<file path="src/rtl/bram_arbiter.sv">
// bram_arbiter: shares one single-port BRAM bank between the comms host port and the compute core.
// The host owns the port whenever its session is active; reads are tagged so data returns to its issuer.
module bram_arbiter #(
    parameter  int unsigned DEPTH        = 49152,
    parameter  int unsigned WIDTH        = 64,
    parameter  int unsigned READ_LATENCY = 2,
    localparam int unsigned AW           = $clog2(DEPTH)
) (
    input  logic             clk_in,
    input  logic             rst_in,

    input  logic             host_busy_in,
    input  logic [AW-1:0]    host_addr_in,
    input  logic [WIDTH-1:0] host_wdata_in,
    input  logic             host_we_in,
    input  logic             host_re_in,
    output logic [WIDTH-1:0] host_rdata_out,
    output logic             host_rvalid_out,

    input  logic             core_req_in,
    input  logic [AW-1:0]    core_addr_in,
    input  logic [WIDTH-1:0] core_wdata_in,
    input  logic             core_we_in,
    input  logic             core_re_in,
    output logic             core_gnt_out,
    output logic [WIDTH-1:0] core_rdata_out,
    output logic             core_rvalid_out,

    output logic [AW-1:0]    bram_addr_out,
    output logic [WIDTH-1:0] bram_din_out,
    output logic             bram_we_out,
    output logic             bram_en_out,
    input  logic [WIDTH-1:0] bram_dout_in,

    output logic [1:0]       owner_out,
    output logic             conflict_out
);

    typedef enum logic [1:0] {
        ST_IDLE  = 2'd0,
        ST_HOST  = 2'd1,
        ST_CORE  = 2'd2,
        ST_DRAIN = 2'd3
    } state_e;

    // Every pipeline stage except the tail; the tail is the cycle whose rvalid is being shown.
    localparam logic [READ_LATENCY-1:0] BODY_MASK = {READ_LATENCY{1'b1}} >> 1;

    state_e                  state_q, state_d;
    logic [AW-1:0]           addr_q, addr_d;
    logic [WIDTH-1:0]        din_q, din_d;
    logic                    we_q, we_d;
    logic                    en_q, en_d;
    logic                    gnt_q, gnt_d;
    logic                    conflict_q, conflict_d;
    logic                    iss_h_q, iss_h_d;
    logic                    iss_c_q, iss_c_d;
    logic [READ_LATENCY-1:0] pipe_h_q, pipe_h_d;
    logic [READ_LATENCY-1:0] pipe_c_q, pipe_c_d;

    logic host_strobe;
    logic core_strobe;
    logic host_issue;
    logic core_issue;
    logic pipe_busy;

    assign host_strobe = host_we_in | host_re_in;
    assign core_strobe = core_we_in | core_re_in;
    assign host_issue  = (state_q == ST_HOST) & host_strobe;
    assign core_issue  = (state_q == ST_CORE) & core_strobe;

    // Reads still owed to a requester once the current tail has been delivered.
    assign pipe_busy = iss_h_q | iss_c_q | (|((pipe_h_q | pipe_c_q) & BODY_MASK));

    always_comb begin
        state_d    = state_q;
        addr_d     = addr_q;
        din_d      = din_q;
        we_d       = 1'b0;
        en_d       = 1'b0;
        iss_h_d    = 1'b0;
        iss_c_d    = 1'b0;
        pipe_h_d   = READ_LATENCY'({pipe_h_q, iss_h_q});
        pipe_c_d   = READ_LATENCY'({pipe_c_q, iss_c_q});
        conflict_d = (host_strobe & ~host_issue)
                   | (core_strobe & ~core_issue)
                   | (host_issue & host_we_in & host_re_in)
                   | (core_issue & core_we_in & core_re_in);

        // Only the owner's strobe reaches the BRAM; a write beats a simultaneous read.
        if (host_issue) begin
            en_d    = 1'b1;
            we_d    = host_we_in;
            addr_d  = host_addr_in;
            din_d   = host_wdata_in;
            iss_h_d = ~host_we_in;
        end else if (core_issue) begin
            en_d    = 1'b1;
            we_d    = core_we_in;
            addr_d  = core_addr_in;
            din_d   = core_wdata_in;
            iss_c_d = ~core_we_in;
        end

        case (state_q)
            ST_IDLE: begin
                if (host_busy_in) begin
                    state_d = ST_HOST;
                end else if (core_req_in) begin
                    state_d = ST_CORE;
                end
            end
            ST_HOST: begin
                if (!host_busy_in) begin
                    state_d = ST_DRAIN;
                end
            end
            ST_CORE: begin
                if (host_busy_in || !core_req_in) begin
                    state_d = ST_DRAIN;
                end
            end
            ST_DRAIN: begin
                if (!pipe_busy) begin
                    if (host_busy_in) begin
                        state_d = ST_HOST;
                    end else if (core_req_in) begin
                        state_d = ST_CORE;
                    end else begin
                        state_d = ST_IDLE;
                    end
                end
            end
            default: state_d = ST_IDLE;
        endcase

        gnt_d = (state_d == ST_CORE);
    end

    always_ff @(posedge clk_in or negedge rst_in) begin
        if (!rst_in) begin
            state_q    <= ST_IDLE;
            addr_q     <= '0;
            din_q      <= '0;
            we_q       <= 1'b0;
            en_q       <= 1'b0;
            gnt_q      <= 1'b0;
            conflict_q <= 1'b0;
            iss_h_q    <= 1'b0;
            iss_c_q    <= 1'b0;
            pipe_h_q   <= '0;
            pipe_c_q   <= '0;
        end else begin
            state_q    <= state_d;
            addr_q     <= addr_d;
            din_q      <= din_d;
            we_q       <= we_d;
            en_q       <= en_d;
            gnt_q      <= gnt_d;
            conflict_q <= conflict_d;
            iss_h_q    <= iss_h_d;
            iss_c_q    <= iss_c_d;
            pipe_h_q   <= pipe_h_d;
            pipe_c_q   <= pipe_c_d;
        end
    end

    assign bram_addr_out   = addr_q;
    assign bram_din_out    = din_q;
    assign bram_we_out     = we_q;
    assign bram_en_out     = en_q;
    assign core_gnt_out    = gnt_q;
    assign conflict_out    = conflict_q;
    assign owner_out       = state_q;
    assign host_rdata_out  = bram_dout_in;
    assign core_rdata_out  = bram_dout_in;
    assign host_rvalid_out = pipe_h_q[READ_LATENCY-1];
    assign core_rvalid_out = pipe_c_q[READ_LATENCY-1];

endmodule
</file>
<file path="config.mk">
export PLATFORM = sky130hd
export DESIGN_NAME = bram_arbiter
export DESIGN_NICKNAME = d
export VERILOG_FILES = /design/src/rtl/bram_arbiter.sv
export SDC_FILE = /design/constraint.sdc
export NUM_CORES = 1
export LEC_CHECK = 0
export BUFFER_PORTS_ARGS = -buffer_cell sky130_fd_sc_hd__buf_2
export CELL_PAD_IN_SITES_DETAIL_PLACEMENT = 1
export CELL_PAD_IN_SITES_GLOBAL_PLACEMENT = 2
export CORE_AREA = 2 2 173 175
export DETAILED_ROUTE_END_ITERATION = 16
export DIE_AREA = 0 0 175 177
export PLACE_DENSITY = 0.81
export SLEW_MARGIN = 40
export SYNTH_ARGS = -nofsm -noshare
export SYNTH_HDL_FRONTEND = slang
export SYNTH_SLANG_ARGS = --single-unit
</file>
<file path="constraint.sdc">
create_clock -name clk_in -period 2.15 [get_ports clk_in]
set_input_delay 0.215 -clock clk_in [delete_from_list [all_inputs] [get_ports clk_in]]
set_output_delay 0.215 -clock clk_in [all_outputs]
set_load 0.05 [all_outputs]
</file>
==> impl_metrics.tcl, run 1 <==
set metrics [dict create \
    grt_pass1_wl_um 25300 \
    maxCapViolations 0 \
    synth_top_flop_cell "dfrtp_1" \
    p_per_area_nw_per_um2 1830 \
    whs_path_depth 2 \
    max_stage_delay_ns 0.45 \
    clkTransAtPathRegs_ns 0.07 \
    num_antenna_cells 0 \
    core-area_sq_um 29200 \
    drt_wl_total_um 16900 \
    grt_overflow 0 \
    wire_per_inst_um 17.8 \
    drive_gt1_share_pct 65.0 \
    skew_ns 0.00826 \
    hp-class "primary input to flop" \
    clk_latency_ns 0.35 \
    ys_warn_count 0 \
    reg2reg_depth 4 \
    placed_cells_incl_taps 931 \
    crit_slowest_cell "dfrtp_1" \
    dr.pass1.iters 4 \
    min_period_over_period_pct 88.4 \
    die_width_um 175 \
    vias 3863 \
    yosysTopAreaCellShare_pct 46.0 \
    port_buffers 255 \
    worstPathRequired_ns 2.43 \
    track_usage_pct 10.8 \
    hpwl_um 12600 \
    clock-sinks 92 \
    start_util_pct 17.1 \
    initialDrtViolationCount 133 \
    synth_area_leader_cell "dfrtp_1" \
    synth_cell_types 27 \
    synthArstFlopShare_pct 100 \
    syn-instance-count 438 \
    path_class "flop to flop" \
    leakagePower_nw 2.65 \
    min_period_ns 1.90 \
    synth.area.top_cells "dfrtp_1 (46%), buf_4 (20%), o221a_2 (18%)" \
    cp_cell_sequence "nand2b_2 -> o22ai_4 -> buf_12 -> o221a_2" \
    startpoint_type "flop" \
    grt_max_degree 82 \
    seq_area_frac_synth_pct 46.0 \
    syn-cell-area_sq_um 5010 \
    final_cells 947 \
    hold-worst-slack_ns 0.0677 \
    grt_pass1_vias 4203 \
    ant_nets 0 \
    avgViaCountPerCell 4.08 \
    antenna_found_initial 1 \
    ys_ff_latch 92 \
    area_growth_pct 21.4 \
    setup_viol 0 \
    cts.htree.levels 3 \
    die_area_sq_um 31000 \
    ctsRootBufferMaster "clkbuf_16" \
    finalMaxSlewViolations 0 \
    fmax_mhz 526 \
    arrival_ns 2.18 \
    layout.core_utilization_pct 20.8 \
    crit_fanout 81 \
    setup_tns_ns 0 \
    rows 63 \
    synth_area_per_cell_sq_um 11.4 \
    ir_drop_mv 0.605 \
    fillers 3399 \
    gp_congestion 0.730 \
    synth_edf_count 0 \
    relSlewSlack_pct 48.4 \
    worst_slew_pin_slew_ns 0.770 \
    syn_nets 670 \
    cts_setup_buffers 0 \
    final_nets 785 \
    rsz0062_at_grt "false" \
    endpoint_kind "flop" \
    die_h_um 177 \
    ios 448 \
    cts_tree "yes" \
    power_mw 11.2 \
    drc 0 \
    clk_path_buf_depth 2 \
    hold_viol_final 0 \
    cts_buffers 9 \
    outcome "finished, final reports clean" \
]
cell usage in the layout, fill, tap and decap left out, types with 2 or more instances in the layout:
| master | instances |
|---|---|
| dfrtp_1 | 92 |
| nand2b_1 | 2 |
| clkbuf_1 | 2 |
| buf_12 | 4 |
| or3_1 | 80 |
| nand2_1 | 2 |
| clkbuf_8 | 3 |
| nor2b_1 | 2 |
| buf_2 | 254 |
| a21oi_1 | 2 |
| nor2_1 | 3 |
| o221a_2 | 80 |
| clkbuf_16 | 9 |
| buf_4 | 6 |
per-layer routing:
layer | up-vias | wire length, um | global-route usage [%]
met2 | 195 | 7850 | 17.3
li1 | 1734 | - | -
met4 | 2 | 775 | 6.25
met1 | 1868 | 6910 | 12.7
met3 | 64 | 1320 | 3.50
met5 | - | 13 | 0
power breakdown:
part	leakage (nW)	total (mW)	internal, mW	switching (mW)
clock	0.149	1.69	0.993	0.694
combinational	1.46	6.41	1.99	4.41
sequential	1.04	3.07	2.56	0.509
total	2.65	11.2	5.55	5.62
cells by family after synthesis:
kind of cell           after synthesis  share of synthesized area [%]
AO/OA/AOI/OAI                       89                           19.5
AND/OR/NAND/NOR                     96                           11.8
buffers and inverters              161                           22.8
flip-flops                          92                           46.0
state kept, by name (all words and copies together) (netlist names), 2 cells and up:
name           cells
owner_out          2
bram_din_out      64
pipe_h_q           2
bram_addr_out     16
pipe_c_q           2
Yosys cell counts, drive strengths merged, types with 2 or more instances:
master,n
clkbuf,21
nor2b,2
or3,80
dfrtp,92
buf,140
o21ai,2
nor2,4
o221a,80
nand2b,3
nand2,2
a21oi,2
final cells by class:
| class | instances | area, sq um | share of cell area (%) |
|---|---|---|---|
| sequential | 92 | 2300 | 37.8 |
| multi-input combinational | 185 | 1580 | 26.0 |
| timing repair buffer | 265 | 1410 | 23.1 |
| tap | 390 | 488 | 8.02 |
| clock buffer | 14 | 274 | 4.50 |
| clock inverter | 1 | 30.0 | 0.494 |
final timing paths:
kind	from	end	slack, ns
max in group asynchronous	rst_in	bram_din_out[27]	1.09
setup reg to reg	owner_out[1]	bram_din_out[62]	0.25
hold reg to reg	iss_h_q	pipe_h_q[0]	0.38
min in group asynchronous	rst_in	bram_addr_out[7]	0.40
setup / recovery	owner_out[1]	bram_din_out[62]	0.25
hold / removal	host_busy_in	owner_out[1]	0.07
repair_timing:
action	4_1_cts	5_1_grt
gates resized for setup	0	0
hold endpoints to repair	34	0
endpoints found under the setup margin	0	0
hold buffers	1	0
critical path: cells and delay by family, from the launching register on:
kind / cells / cell delay, ns
flops: 1 / 0.45
compound gates: 2 / 0.56
simple gates: 1 / 0.40
buf+inv: 1 / 0.34
metrics by stage:
stage | setup WS, ns | instance area, sq um
2_1_floorplan | 0.370 | 5010
3_3_place_gp | 0.284 | 5770
6_report | 0.248 | 6080
3_5_place_dp | 0.266 | 5770
5_1_grt | 0.0936 | 6080
4_1_cts | 0.244 | 6080
Power figures use the tool's default switching activity.
==> run 2, diff against run 1 <==
Settings changed: PLACE_DENSITY 0.81 to 0.73.
==> impl_metrics.tcl, run 2 (synthesis gave the netlist of run 1 again) <==
set metrics [dict create \
    outcome "finished, final reports clean" \
    initialDrtViolationCount 134 \
    track_usage_pct 10.1 \
    layout_common_cells "buf_2 (254), dfrtp_1 (92), or3_1 (80), o221a_2 (80), clkbuf_16 (9)" \
    min_period_ns 1.64 \
    fillers 3405 \
    drc 0 \
    final_common_cell "buf_2" \
    place_area_sq_um 5800 \
    min_period_over_period_pct 76.1 \
    startpoint_type "flop" \
    cts_buffers 9 \
    hp-class "primary input to flop" \
    worst_slew_pin_slew_ns 0.493 \
    hold-worst-slack_ns 0.0932 \
    skew_ns 0.00876 \
    final_nets 787 \
    ir_drop_mv 0.518 \
    gp_congestion 0.729 \
    path_class "flop to flop" \
    rsz0062_at_grt "false" \
    drive_gt1_share_pct 65.4 \
    hpwl_um 11900 \
    clk_latency_ns 0.35 \
    setup_viol 0 \
    multi_input_area_sq_um 1580 \
    rows 63 \
    ant_nets 0 \
    endpoint_kind "flop" \
    die_width_um 175 \
    relSlewSlack_pct 67.0 \
    ctsRootBufferMaster "clkbuf_16" \
    clock-sinks 92 \
    wire_per_inst_um 16.9 \
    ios 448 \
    grt_pass1_vias 4061 \
    largest_reg_flops 64 \
    worstPathRequired_ns 2.37 \
    register_area_sq_um 2300 \
    setup_tns_ns 0 \
    cts_tree "yes" \
    die_h_um 177 \
    grt_max_degree 82 \
    maxCapViolations 0 \
    vias 3812 \
    arrival_ns 1.86 \
    fmax_mhz 611 \
    drt_wl_total_um 16000 \
    hold_viol_final 0 \
    die_area_sq_um 31000 \
    grt_pass1_wl_um 24100 \
    finalMaxSlewViolations 0 \
    cts.htree.levels 3 \
    dr.pass1.iters 4 \
    stdcell_area_sq_um 6120 \
    core-area_sq_um 29200 \
    clk_path_buf_depth 2 \
    clkTransAtPathRegs_ns 0.06 \
    leakagePower_nw 2.66 \
    area_growth_pct 22.1 \
    grt_overflow 0 \
    p_per_area_nw_per_um2 1820 \
    start_util_pct 17.1 \
    port_buffers 255 \
    antenna_found_initial 2 \
    crit_fanout 81 \
    avgViaCountPerCell 4.01 \
]
==> run 2: cell count changes in the layout (fill, tap and decap cells not counted), sizes merged <==
cell      before  now
buf          264  266
clkbuf        14   11
clkinv         0    1
clkinvlp       0    2
diode          0    1
inv            0    1
==> run 2: area by class of cell <==
| class | count | share of cell area [%] |
|---|---|---|
| timing repair buffer | 267 | 23.6 |
| clock buffer | 11 | 3.97 |
| tap | 390 | 7.98 |
| sequential | 92 | 37.6 |
| antenna | 1 | 0.0409 |
| clock inverter | 5 | 0.961 |
| multi-input combinational | 185 | 25.9 |
==> run 2: worst paths after layout <==
check	startpoint	to	slack, ns	cells past startpoint
worst max-delay path	owner_out[1]	bram_din_out[40]	0.51	4
worst min-delay path	host_busy_in	owner_out[1]	0.09	2
worst max register to register	owner_out[1]	bram_din_out[40]	0.51	4
worst min register to register	iss_c_q	pipe_c_q[0]	0.37	0
max in group asynchronous	rst_in	bram_din_out[40]	1.21	3
min in group asynchronous	rst_in	bram_din_out[44]	0.29	2
==> run 2: metrics by stage <==
step | setup WS (ns) | total power, mW | utilization (%) | instances
after CTS | 0.477 | 11.3 | 20.9 | 950
after floorplan | 0.370 | 8.54 | - | 438
after global placement | 0.394 | 9.49 | 19.8 | 932
final | 0.513 | 11.1 | 20.9 | 951
after global routing | 0.420 | 11.8 | 20.9 | 950
after detailed placement | 0.481 | 9.60 | 19.8 | 933
==> run 2: where the power goes <==
group          switching [mW]  internal, mW  total (mW)
sequential              0.497          2.56        3.06
combinational            4.38          2.02        6.40
clock                   0.722         0.938        1.66
total                    5.60          5.52        11.1
==> run 2: worst max-delay path, stage by stage, from the launching register on <==
cell	delay [ns]
dfrtp_1	0.45
nand2b_2	0.26
buf_12	0.22
or3_1	0.40
o221a_2	0.13
==> run 2: layer usage <==
layer / global-route usage (%) / part of all wire (%) / vias to the layer above
li1: - / - / 1744
met1: 11.3 / 38 / 1818
met2: 17.2 / 48 / 201
met3: 3.54 / 8.9 / 47
met4: 5.28 / 4.3 / 2
met5: 0 / 0.081 / -
==> run 2: timing repair <==
action,in CTS,in global routing
setup buffers,0,0
hold buffers,1,0
endpoints found under the hold margin,17,0
gates resized for setup,0,0
==> run 3, diff against run 2 <==
Settings changed: CORE_AREA 2 2 173 175 to 2 2 175 177, DIE_AREA 0 0 175 177 to 0 0 177 179, PLACE_DENSITY 0.73 to 0.74.
Clock period 2.15 ns to 1.46 ns, I/O delays scaled along.
==> impl_metrics.tcl, run 3 (synthesis gave the netlist of run 1 again) <==
set metrics [dict create \
    outcome "finished, violations left" \
    violations "setup timing" \
    hpwl_um 12200 \
    preCtsSetupSlack_ns -0.0271 \
    p_per_area_nw_per_um2 2730 \
    cts.htree.levels 3 \
    final_cells 967 \
    avgViaCountPerCell 4.06 \
    seqPwrFrac_pct 25.5 \
    r2r_slack_ns -0.04 \
    gp_congestion 0.710 \
    port_buffers 255 \
    drive_gt1_share_pct 67.6 \
    clock-sinks 92 \
    rr_endpoint "bram_din_out[19]" \
    whs_path_depth 2 \
    reg2reg_depth 5 \
    wire_per_inst_um 18.1 \
    hold_viol_final 0 \
    worstPathRequired_ns 1.70 \
    ir_drop_mv 0.821 \
    die_width_um 177 \
    rsz0062_at_grt "true" \
    start_util_pct 16.7 \
    ios 448 \
    arrival_ns 1.73 \
    hold_end "owner_out[1]" \
    final_common_cell "buf_2" \
    clk_latency_ns 0.35 \
    largest_reg_flops 64 \
    die_area_sq_um 31700 \
    track_usage_pct 10.1 \
    setup_viol 32 \
    relSlewSlack_pct 64.5 \
    fmax_mhz 669 \
    area_growth_pct 29.3 \
    setup_tns_ns -0.595 \
    drc 0 \
    drt_wl_total_um 17500 \
    stdcell_area_sq_um 6480 \
    power_mw 17.7 \
    startpoint_type "flop" \
    path_class "flop to flop" \
    grt_pass1_wl_um 24000 \
    ctsRootBufferMaster "clkbuf_16" \
    grt_pass1_vias 4013 \
    skew_ns 0.00709 \
    core-area_sq_um 30000 \
    initialDrtViolationCount 141 \
    cts_buffers 9 \
    cts_tree "yes" \
    timing.rr.start "owner_out[0]" \
    rows 64 \
    hold-worst-slack_ns 0.0191 \
    final_nets 798 \
    p_sw_share_pct 49.3 \
    cellInternalPower_mw 8.95 \
    layout_common_cells "buf_2 (253), dfrtp_1 (90), or3_1 (77), o221a_2 (71), clkbuf_16 (11)" \
    leakagePower_nw 2.82 \
    layout.core_utilization_pct 21.6 \
    fillers 3502 \
    num_antenna_cells 0 \
    placed_cells_incl_taps 945 \
    hp-start "host_busy_in" \
    finalMaxSlewViolations 0 \
    comb_power_share_pct 59.6 \
    p_sw_mw 8.71 \
    crit_fanout 46 \
    clk_path_buf_depth 2 \
    grt_max_degree 93 \
    ant_nets 0 \
    vias 3926 \
    clkTransAtPathRegs_ns 0.07 \
    die_h_um 179 \
    endpoint_kind "flop" \
    antenna_found_initial 1 \
    place_area_sq_um 5920 \
    worst_slew_pin_slew_ns 0.532 \
    maxCapViolations 0 \
    pwr-share-clk_pct 14.8 \
    dr.pass1.iters 4 \
    hp-class "primary input to flop" \
    grt_overflow 0 \
    setup_slack_ns -0.0357 \
    min_period_ns 1.50 \
    min_period_over_period_pct 102 \
]
## run 3: changes by cell type in the layout (fill, tap and decap cells not counted), moves of 3 or more
cell	before	now
o221a_4	0	9
o221a_2	80	71
or3_1	80	77
buf_12	5	9
or3_4	0	3
buf_6	0	3
## run 3: timing repair
action / 4_1_cts / 5_1_grt
pin swaps: 0 / 2
hold buffers: 1 / 0
gates cloned: 0 / 4
hold endpoints to repair: 92 / 0
gates resized for setup: 6 / 14
setup buffers: 0 / 1
setup endpoints to repair: 63 / 74
## run 3: routing by layer
metal | track usage (%) | up-vias | routed length [um]
met2 | 16.9 | 187 | 8510
li1 | - | 1766 | -
met5 | 0 | - | 13
met4 | 5.44 | 2 | 842
met3 | 3.65 | 66 | 1490
met1 | 11.2 | 1905 | 6650
## run 3: how the worst max path moves through the flow
stage,to,startpoint,slack (ns)
detailed placement,bram_din_out[34],owner_out[0],-0.03
global placement,bram_addr_out[10],owner_out[0],-0.009
global route,bram_addr_out[14],owner_out[0],-0.06
CTS,bram_din_out[19],owner_out[1],-0.02
finish,bram_din_out[19],owner_out[0],-0.04
floorplan,bram_addr_out[10],owner_out[1],-0.11
## run 3: layout make-up
class | instances | area [sq um] | area share, %
sequential | 92 | 2310 | 35.6
multi-input combinational | 185 | 1710 | 26.4
timing repair buffer | 278 | 1640 | 25.4
tap | 396 | 495 | 7.65
clock buffer | 12 | 267 | 4.11
clock inverter | 4 | 55.1 | 0.850
## run 3: power groups by stage
stage                     registers [mW]  logic [mW]  clock network (mW)
final                               4.51        10.5                2.62
after floorplan                     8.53        4.13                   0
after detailed placement            4.51        9.96                   0
after CTS                           4.51        10.0                2.74
after global routing                4.67        11.1                2.83
after global placement              4.53        9.81                   0
## run 3: worst max-delay path, cell delays in order, from the launching register on
cell and delay [ns]:
dfrtp_4 0.50, buf_6 0.13, nor2b_4 0.12, o21ai_4 0.09, buf_12 0.17, o221a_2 0.31
